`src/rtl/mul_rr_scheduler.sv`:
```
// mul_rr_scheduler: round-robin arbiter sharing one multi-cycle signed multiplier
// among NUM_REQ requesters, with a watchdog that aborts a hung multiply.
module mul_rr_scheduler #(
    parameter int NUM_REQ        = 4,
    parameter int WIDTH          = 32,
    parameter int TIMEOUT_CYCLES = 64,
    localparam int IW            = $clog2(NUM_REQ),
    localparam int WW            = $clog2(TIMEOUT_CYCLES + 1)
) (
    input  logic                       clk,
    input  logic                       reset,
    input  logic [NUM_REQ-1:0]         req_valid,
    output logic [NUM_REQ-1:0]         req_ready,
    input  logic [NUM_REQ*WIDTH-1:0]   req_a,
    input  logic [NUM_REQ*WIDTH-1:0]   req_b,
    output logic [WIDTH-1:0]           mul_a,
    output logic [WIDTH-1:0]           mul_b,
    output logic                       mul_start,
    input  logic                       mul_done,
    input  logic [2*WIDTH-1:0]         mul_result,
    output logic                       rsp_valid,
    input  logic                       rsp_ready,
    output logic [IW-1:0]              rsp_id,
    output logic [2*WIDTH-1:0]         rsp_result,
    output logic                       rsp_err,
    output logic                       timeout_err
);
    typedef enum logic [1:0] {IDLE, ISSUE, WAIT, RESP} state_t;
    localparam logic [NUM_REQ-1:0] ONE = NUM_REQ'(1);

    state_t             state_q, state_d;
    logic [IW-1:0]      last_q, last_d, id_q, id_d, gnt, idx;
    logic               found;
    logic [WIDTH-1:0]   a_q, a_d, b_q, b_d;
    logic [WW-1:0]      wd_q, wd_d;
    logic [2*WIDTH-1:0] res_q, res_d;
    logic               err_q, err_d, terr_q, terr_d;

    // Scan downward so the index closest after last_q is the one left in gnt.
    always_comb begin
        found = 1'b0;
        gnt   = '0;
        idx   = '0;
        for (int k = NUM_REQ; k >= 1; k--) begin
            idx = IW'((int'(last_q) + k) % NUM_REQ);
            if (req_valid[idx]) begin
                found = 1'b1;
                gnt   = idx;
            end
        end
    end

    always_comb begin
        state_d = state_q;
        last_d  = last_q;
        id_d    = id_q;
        a_d     = a_q;
        b_d     = b_q;
        wd_d    = wd_q;
        res_d   = res_q;
        err_d   = err_q;
        terr_d  = terr_q;
        case (state_q)
            IDLE: if (found) begin
                state_d = ISSUE;
                last_d  = gnt;
                id_d    = gnt;
                a_d     = req_a[gnt*WIDTH +: WIDTH];
                b_d     = req_b[gnt*WIDTH +: WIDTH];
            end
            ISSUE: begin
                wd_d    = '0;
                state_d = WAIT;
            end
            WAIT: if (mul_done) begin
                res_d   = mul_result;
                err_d   = 1'b0;
                state_d = RESP;
            end else begin
                wd_d = wd_q + 1'b1;
                if (wd_d == WW'(TIMEOUT_CYCLES)) begin
                    res_d   = '0;
                    err_d   = 1'b1;
                    terr_d  = 1'b1;
                    state_d = RESP;
                end
            end
            RESP: state_d = rsp_ready ? IDLE : RESP;
            default: state_d = IDLE;
        endcase
    end

    always_ff @(posedge clk or posedge reset) begin
        if (reset) begin
            state_q <= IDLE;
            last_q  <= IW'(NUM_REQ - 1);
            id_q    <= '0;
            a_q     <= '0;
            b_q     <= '0;
            wd_q    <= '0;
            res_q   <= '0;
            err_q   <= 1'b0;
            terr_q  <= 1'b0;
        end else begin
            state_q <= state_d;
            last_q  <= last_d;
            id_q    <= id_d;
            a_q     <= a_d;
            b_q     <= b_d;
            wd_q    <= wd_d;
            res_q   <= res_d;
            err_q   <= err_d;
            terr_q  <= terr_d;
        end
    end

    assign req_ready   = (state_q == IDLE && found) ? ONE << gnt : '0;
    assign mul_start   = state_q == ISSUE;
    assign mul_a       = a_q;
    assign mul_b       = b_q;
    assign rsp_valid   = state_q == RESP;
    assign rsp_id      = id_q;
    assign rsp_result  = res_q;
    assign rsp_err     = err_q;
    assign timeout_err = terr_q;
endmodule

```
`config.mk`:
```
export PLATFORM = sky130hd
export DESIGN_NAME = mul_rr_scheduler
export DESIGN_NICKNAME = d
export VERILOG_FILES = /design/src/rtl/mul_rr_scheduler.sv
export SDC_FILE = /design/constraint.sdc
export NUM_CORES = 1
export LEC_CHECK = 0
export BUFFER_PORTS_ARGS = -buffer_cell sky130_fd_sc_hd__buf_4
export CORE_AREA = 5 5 178 180
export CTS_CLUSTER_SIZE = 24
export DETAILED_ROUTE_END_ITERATION = 8
export DIE_AREA = 0 0 183 185
export GPL_TIMING_DRIVEN = 0
export PLACE_DENSITY_LB_ADDON = 0.3
export SYNTH_ARGS = -nofsm -noshare
export SYNTH_HDL_FRONTEND = slang
export SYNTH_SLANG_ARGS = --single-unit
export TNS_END_PERCENT = 20
```
`constraint.sdc`:
```
create_clock -name clk -period 4.8 [get_ports clk]
set_input_delay 0.24 -clock clk [delete_from_list [all_inputs] [get_ports clk]]
set_output_delay 0.24 -clock clk [all_outputs]
set_load 0.01 [all_outputs]
```
==> results of run 1 <==
## metrics by stage
step	TNS (ps)	instances	utilization	setup WS, ps
after floorplan	0	726	-	725
after CTS	0	1620	0.399	1310
after detailed placement	0	1587	0.380	1510
after global placement	-175810	1586	0.379	-1270
after global routing	0	1620	0.399	1220
final	0	1620	0.399	1450
## logic make-up after synthesis
family	synth area share
compound gates	0.304
flops	0.485
simple gates	0.0828
buf+inv	0.0567
mux	0.0693
xor+xnor	0.00119
fa+ha+maj	0.00169
## power breakdown
part | leakage, µW | internal, µW | total [µW] | switching [µW]
clock | 0.000255 | 679 | 1290 | 612
sequential | 0.00165 | 1740 | 2080 | 348
combinational | 0.00379 | 1660 | 3580 | 1930
## area by class of cell
type / instances / area, µm² / share of cell area
Tap cell: 396 / 495 / 0.0414
Clock buffer: 17 / 425 / 0.0355
Sequential cell: 143 / 3580 / 0.299
Timing Repair Buffer: 467 / 3530 / 0.295
Multi-Input combinational cell: 503 / 3390 / 0.283
Inverter: 8 / 35.0 / 0.00293
Buffer: 72 / 389 / 0.0325
Clock inverter: 14 / 124 / 0.0103
## worst max-delay path, delay by kind of cell (launching register included)
| kind | cells | cell delay [ps] |
|---|---|---|
| flip-flops | 1 | 360 |
| buffers and inverters | 4 | 1250 |
| AND/OR/NAND/NOR | 2 | 470 |
| AO/OA/AOI/OAI | 1 | 610 |
## worst max path at each step
| stage | start | end | slack (ps) | cells past startpoint |
|---|---|---|---|---|
| 2_1_floorplan | reset | mul_a[0] | 730 | 1 |
| 3_3_place_gp | reset | mul_b[1] | -1270 | 2 |
| 3_5_place_dp | req_valid[0] | mul_a[20] | 1510 | 7 |
| 4_1_cts | state_q[0] | req_ready[2] | 1310 | 7 |
| 5_1_grt | state_q[0] | req_ready[2] | 1220 | 7 |
| 6_report | state_q[0] | req_ready[2] | 1450 | 7 |
## routing by layer
metal / GRT usage / vias to the layer above
met3: 0.0499 / 29
li1: - / 3782
met2: 0.335 / 403
met5: 0 / -
met1: 0.244 / 3965
met4: 0.0507 / 0
## synthesized netlist by cell type (7+ instances only)
master / count
dfrtp_1: 141
o21ai_0: 77
nor2_1: 75
a221oi_1: 65
a22o_1: 61
o22ai_1: 51
mux2i_1: 50
clkbuf_1: 45
a21oi_1: 27
and3_1: 17
nand2_1: 17
a21boi_0: 15
buf_4: 9
buf_6: 9
inv_1: 8
buf_2: 7
## flip-flops by register name, summed over array words and instances (netlist names)
register,cells
mul_a,32
rsp_result,64
timeout_err,1
last_q,2
mul_b,32
rsp_err,1
rsp_id,2
wd_q,7
state_q,2
==> results.cfg, run 1 <==
[outcome]
status = completed

[cts]
cts-buffers-inserted = 17
post_cts_buffers = 0
cts.sinks = 143
hold_buffers = 2
clk_pin_slew_ps = 70
h-tree-depth = 4
cts_resized = 0
clk_latency_ps = 420
cts_tree = done
ctsRootBufferMaster = clkbuf_16
clock_path_buffers = 2

[placed_design]
dpl.hpwl_um = 26800
routabilityCongestion = 0.895
io_buffer_count = 464
placed_area_mm2 = 0.0114

[timing]
clock_skew_ps = 14.2
fmax_mhz = 299
slew_violations = 0
hold_viol = 0
hold-worst-slack_ps = 45.6
finalCritPeriodShare = 0.697
worstMarginPinSlew_ps = 1320
period_minus_slack_ps = 3350
slew_headroom = 0.119
rsz0062_at_grt = no
setup_violations = 0

[global_route]
antenna_found_initial = 0
grt_first_pass_wirelength_um = 50600
grt_usage = 0.195
overflow = 0
grt_max_degree = 92
grt_pass1_vias = 8442

[layout]
fin_area_mm2 = 0.0120
n_fill_cell = 3062
nets = 1541
num_antenna_cells = 0
drive_gt1_frac = 0.435
final_cell_mix = buf_4, dfrtp_1, o21ai_0, nor2_1, a221oi_1
area_growth_pct = 62.0
final_common_cell = buf_4

[power]
ir_worst_vdd_uv = 197
cellLeakagePower_uw = 0.00569
finalPower_uw = 6960
power_density_mw_per_mm2 = 582

[logic_synthesis]
async_flop_share = 1.00
yosys_warnings = 0
synth_cell_types = 44
synth_nets = 1055
syn_inst = 726
seq_area_frac_synth = 0.485
avgSynthCellArea_um2 = 10.2
synth_edf_count = 0
synth_area_leaders = dfrtp_1, a221oi_1, a22o_1
synth-seq-cells = 143
synth-main-ff-cell = dfrtp_1
synth_top_cell_area_share = 0.478
synth_area_mm2 = 0.00739
yosysTopAreaCell = dfrtp_1

[setup_path]
worstSetupPathType = reg -> out
timing.rr.start = state_q[0]
cp_max_fo = 10
reg2reg_depth = 7
worstPathArrival_ps = 3110
cpPeakStageDelay_ps = 610
required_ps = 4560
reg2reg_slack_ps = 1740
crit_chain = buf_4 -> nor2_1 -> a21boi_1 -> clkbuf_1 -> clkbuf_1 -> and3_1 -> buf_4
crit-reg2reg-capture = mul_a[23]
critPathLaunchType = flip-flop
slowest_stage = a21boi_1
endpoint_kind = output port

[routing]
wl_met3_um = 2690
top_layer = met4
first_pass_iters = 5
vias = 8179
vias_per_cell = 5.05
met1_length_um = 14400
routed_wl_um = 35000
drc_errors = 0
ant_nets = 0
first_iter_violations = 440
wire_per_inst_um = 21.6
met2_length_um = 17300

[floorplanning]
rows = 64
core-area_mm2 = 0.0300
ioPinCount = 466
chipHeight_um = 185
initial_utilization = 0.246
die-area_mm2 = 0.0339
die_x_um = 183

[hold_path]
hold_class = in -> reg
worstHoldEndpoint = rsp_result[31]
hold_start = mul_result[31]
hold_depth = 2

[flow_run]
drv_cap = 0
Power figures use the tool's default switching activity.
==> inputs of run 2 (changes only) <==
==> constraint.sdc (replaced) <==
create_clock -name clk -period 3.3 [get_ports clk]
set_input_delay 0.165 -clock clk [delete_from_list [all_inputs] [get_ports clk]]
set_output_delay 0.165 -clock clk [all_outputs]
set_load 0.01 [all_outputs]
==> run 2 against run 1 <==
Effect of this change: critical endpoint is now req_ready[1]; sequential power is 47% higher; combinational power is 46% higher; worst hold slack worse by 1.6 ps.
==> results.cfg, run 2 (same netlist as run 1, synthesis figures left out) <==
[outcome]
status = completed

[setup_path]
cp_max_fo = 10
critPathLaunchType = flip-flop
startpoint = state_q[0]
crit-reg2reg-capture = mul_a[23]
path_common_cell = buf_4
endpoint_kind = output port
cpPeakStageDelay_ps = 440
reg2reg_slack_ps = 710
crit_chain = buf_4 -> nor2_1 -> a21boi_1 -> clkbuf_2 -> buf_1 -> and3_1 -> buf_4
slowest_stage = a21boi_1
timing.rr.start = last_q[1]
required_ps = 3130
worstPathArrival_ps = 2800
worstSetupPathType = reg -> out
reg2reg_depth = 6

[timing]
fmax_mhz = 337
tns_ps = 0
hold_viol = 0
layout_setup_ws_ps = 337
period_minus_slack_ps = 2960
finalCritPeriodShare = 0.898
setup_violations = 0
slew_headroom = 0.435
slew_violations = 0
worstMarginPinSlew_ps = 845
clock_skew_ps = 16.4
rsz0062_at_grt = no

[placed_design]
routabilityCongestion = 0.885
place_ws_ps = 422
dpl.hpwl_um = 27000
io_buffer_count = 464
placed_cells = 1589

[cts]
ctsRootBufferMaster = clkbuf_16
clk_latency_ps = 420
clock_path_buffers = 2
cts-buffers-inserted = 17
cts.sinks = 143
h-tree-depth = 4
clk_pin_slew_ps = 70
cts_tree = done

[layout]
n_fill_cell = 2906
area_growth_pct = 72.6
nets = 1609
largest_reg_flops = 64
num_antenna_cells = 0
final_common_cell = buf_4
final_cell_mix = buf_4, dfrtp_1, o21ai_0, nor2_1, dlygate4sd3_1
drive_gt1_frac = 0.415
fin_util = 0.425
fin_cells = 1689

[routing]
vias = 8427
first_iter_violations = 424
vias_per_cell = 4.99
drc_errors = 0
wire_per_inst_um = 20.9
first_pass_iters = 4
routed_wl_um = 35300
ant_nets = 0

[floorplanning]
core-area_mm2 = 0.0300
rows = 64
die-area_mm2 = 0.0339
ioPinCount = 466
chipHeight_um = 185
initial_utilization = 0.246
die_x_um = 183

[global_route]
grt_max_degree = 40
grt_usage = 0.197
grt_first_pass_wirelength_um = 52200
grt_pass1_vias = 8784
antenna_found_initial = 1
overflow = 0

[hold_path]
hold_depth = 3
worstHoldEndpoint = mul_a[6]
hold_start = req_a[102]
hold_class = in -> reg

[flow_run]
drv_cap = 0

[power]
power_density_mw_per_mm2 = 821
cellLeakagePower_uw = 0.00604
ir_worst_vdd_uv = 385
run 2: what timing repair did:
action / CTS / global route
hold buffers: 67 / 0
resized for setup: 1 / 0
hold endpoints to repair: 98 / 0
endpoints found under the setup margin: 3 / 0
setup buffers: 0 / 0
run 2: routing by layer:
layer  wire (µm)  track usage  vias up
met1       14600        0.253     4068
met2       17400        0.337      403
met3        2720       0.0499       34
met5           7            0        -
li1            -            -     3920
met4         536       0.0459        2
run 2: worst max-delay path by stage:
| stage | end | slack [ps] | cells after the start |
|---|---|---|---|
| 4_1_cts | req_ready[1] | 140 | 7 |
| 2_1_floorplan | rsp_result[48] | 1260 | 7 |
| 5_1_grt | req_ready[1] | 50 | 7 |
| 3_5_place_dp | req_ready[1] | 420 | 7 |
| 6_report | req_ready[1] | 340 | 7 |
| 3_3_place_gp | mul_a[26] | 230 | 2 |
run 2: stage by stage:
stage | power (µW) | area, µm² | hold WS (ps)
after floorplan | 5720 | 7390 | 252
after global placement | 8180 | 11400 | 346
after detailed placement | 8240 | 11400 | 350
after CTS | 10500 | 12700 | 13.1
after global routing | 11200 | 12800 | 21.3
final | 10500 | 12800 | 43.9
run 2: area by class of cell:
class                   count  area [µm²]  share of cell area
well taps                 396         495              0.0389
clock buffers              19         443              0.0347
plain buffers              72         390              0.0306
flip-flops and latches    143        3580               0.281
clock inverters            13         200              0.0157
multi-input cells         503        3390               0.266
repair buffers            535        4220               0.331
inverters                   8        33.8             0.00265
run 2: worst max-delay path: cells and delay by family (launching register included):
family / cells / cell delay, ps
compound gates: 1 / 440
buf+inv: 4 / 1100
flops: 1 / 350
simple gates: 2 / 510
run 2: power breakdown:
part	switching, µW	internal, µW
Clock	873	1310
Combinational	2760	2470
Sequential	522	2530
Total	4160	6310
==> inputs of run 3 (changes only) <==
--- a/config.mk
+++ b/config.mk
@@ -12,6 +12,7 @@
 export DIE_AREA = 0 0 183 185
 export GPL_TIMING_DRIVEN = 0
 export PLACE_DENSITY_LB_ADDON = 0.3
+export SETUP_SLACK_MARGIN = 0.4
 export SYNTH_ARGS = -nofsm -noshare
 export SYNTH_HDL_FRONTEND = slang
 export SYNTH_SLANG_ARGS = --single-unit
==> run 3 against run 2 <==
Effect of this change: fmax rose by 6.6%; largest power group unchanged; first-iteration DRC count fell by 9.2%; clock power barely moved; global-route usage barely moved; clock skew barely moved; register-to-register slack improved by 140 ps; count of clock-buffer cells in the layout did not move; routed wire length barely moved; highest routed layer unchanged; via count rose by 0.45%; non-clock buffer count rose by 1; sequential share of layout area barely moved; largest cell class unchanged; final area rose by 0.11%.
==> results.cfg, run 3 (same netlist as run 1, synthesis figures left out) <==
[outcome]
status = completed

[placed_design]
dpl.hpwl_um = 27000
io_buffer_count = 464
place_ws_ps = 422
routabilityCongestion = 0.885
placed_area_mm2 = 0.0114

[hold_path]
hold_class = in -> reg
worstHoldEndpoint = mul_b[22]
hold_depth = 3
hold_start = req_b[118]

[setup_path]
required_ps = 3130
crit_family = buffers and inverters
reg2reg_depth = 7
critPathLaunchType = flip-flop
cp_max_fo = 10
worstSetupPathType = reg -> out
crit_chain = buf_4 -> nor2_1 -> a21boi_2 -> clkbuf_2 -> clkbuf_1 -> and3_1 -> buf_4
crit-reg2reg-capture = mul_a[18]
cpPeakStageDelay_ps = 450
timing.rr.start = last_q[1]
slowest_stage = clkbuf_1
reg2reg_slack_ps = 850
path_common_cell = buf_4
endpoint_kind = output port
crit_buf_inv = 4
worstPathArrival_ps = 2610

[routing]
first_iter_violations = 385
first_pass_iters = 4
wire_per_inst_um = 20.9
routed_wl_um = 35300
ant_nets = 0
drc_errors = 0
vias_per_cell = 5.01
vias = 8465

[flow_run]
drv_cap = 0

[power]
power_density_mw_per_mm2 = 820
ir_worst_vdd_uv = 384
cellLeakagePower_uw = 0.00605
finalPower_uw = 10500

[timing]
slew_violations = 0
worstMarginPinSlew_ps = 845
setup_violations = 0
hold_viol = 0
slew_headroom = 0.435
fmax_mhz = 360
rsz0062_at_grt = yes
tns_ps = 0
clock_skew_ps = 16.3
layout_setup_ws_ps = 520
finalCritPeriodShare = 0.842
period_minus_slack_ps = 2780

[cts]
clk_pin_slew_ps = 70
cts-buffers-inserted = 17
clock_path_buffers = 2
clk_latency_ps = 420
h-tree-depth = 4
cts.sinks = 143
ctsRootBufferMaster = clkbuf_16
cts_tree = done

[layout]
nets = 1610
final_common_cell = buf_4
area_growth_pct = 72.8
largest_reg_flops = 64
final_cell_mix = buf_4, dfrtp_1, o21ai_0, nor2_1, dlygate4sd3_1
fin_area_mm2 = 0.0128
num_antenna_cells = 0
n_fill_cell = 2905
fin_util = 0.425
drive_gt1_frac = 0.417

[floorplanning]
rows = 64
die-area_mm2 = 0.0339
core-area_mm2 = 0.0300
chipHeight_um = 185
initial_utilization = 0.246
ioPinCount = 466
die_x_um = 183

[global_route]
grt_max_degree = 40
grt_pass1_vias = 8784
grt_first_pass_wirelength_um = 52200
grt_usage = 0.197
antenna_found_initial = 1
overflow = 0
run 3: worst register-to-register path, stage by stage (launching register included):
cell     delay [ps]
dfstp_2         580
mux2_2          340
a21oi_1         180
and2_1          150
buf_4           230
buf_4           320
mux2i_1         380
o22ai_1         140
run 3: layout make-up:
type,instances,area (µm²),share of cell area
Tap cell,396,495,0.0388
Clock buffer,19,443,0.0347
Clock inverter,13,200,0.0157
Sequential cell,143,3580,0.280
Timing Repair Buffer,536,4230,0.331
Inverter,8,33.8,0.00265
Buffer,72,393,0.0308
Multi-Input combinational cell,503,3390,0.266
run 3: what timing repair did:
item,in CTS,in global routing
pin swaps,1,0
buffers inserted,1,0
endpoints found under the setup margin,3,2
gates resized for setup,3,2
cloned,0,0
hold buffers,67,0
hold endpoints to repair,98,0
run 3: where the power goes:
part | switching [µW] | total (µW) | internal [µW]
logic | 2760 | 5240 | 2480
clock network | 878 | 2190 | 1310
registers | 521 | 3050 | 2530
run 3: worst max-delay path by stage:
stage / startpoint / to / slack, ps / depth (start not counted)
after CTS: state_q[0] / req_ready[0] / 350 / 7
after detailed placement: state_q[0] / req_ready[1] / 420 / 7
after floorplan: wd_q[0] / rsp_result[48] / 1260 / 7
after global routing: state_q[0] / req_ready[2] / 290 / 7
after global placement: reset / mul_a[26] / 230 / 2
final: state_q[0] / req_ready[2] / 520 / 7
run 3: through the flow:
stage,hold slack (ps),cells
after global placement,346,1586
after floorplan,252,726
after global routing,21.3,1690
after CTS,13.1,1689
final,43.7,1690
after detailed placement,350,1589
run 3: routing by layer:
metal	global-route usage	vias to the layer above	share of wire
met1	0.253	4115	0.42
li1	-	3927	-
met3	0.0499	39	0.075
met4	0.0459	2	0.017
met2	0.337	382	0.49
met5	0	-	0.00020
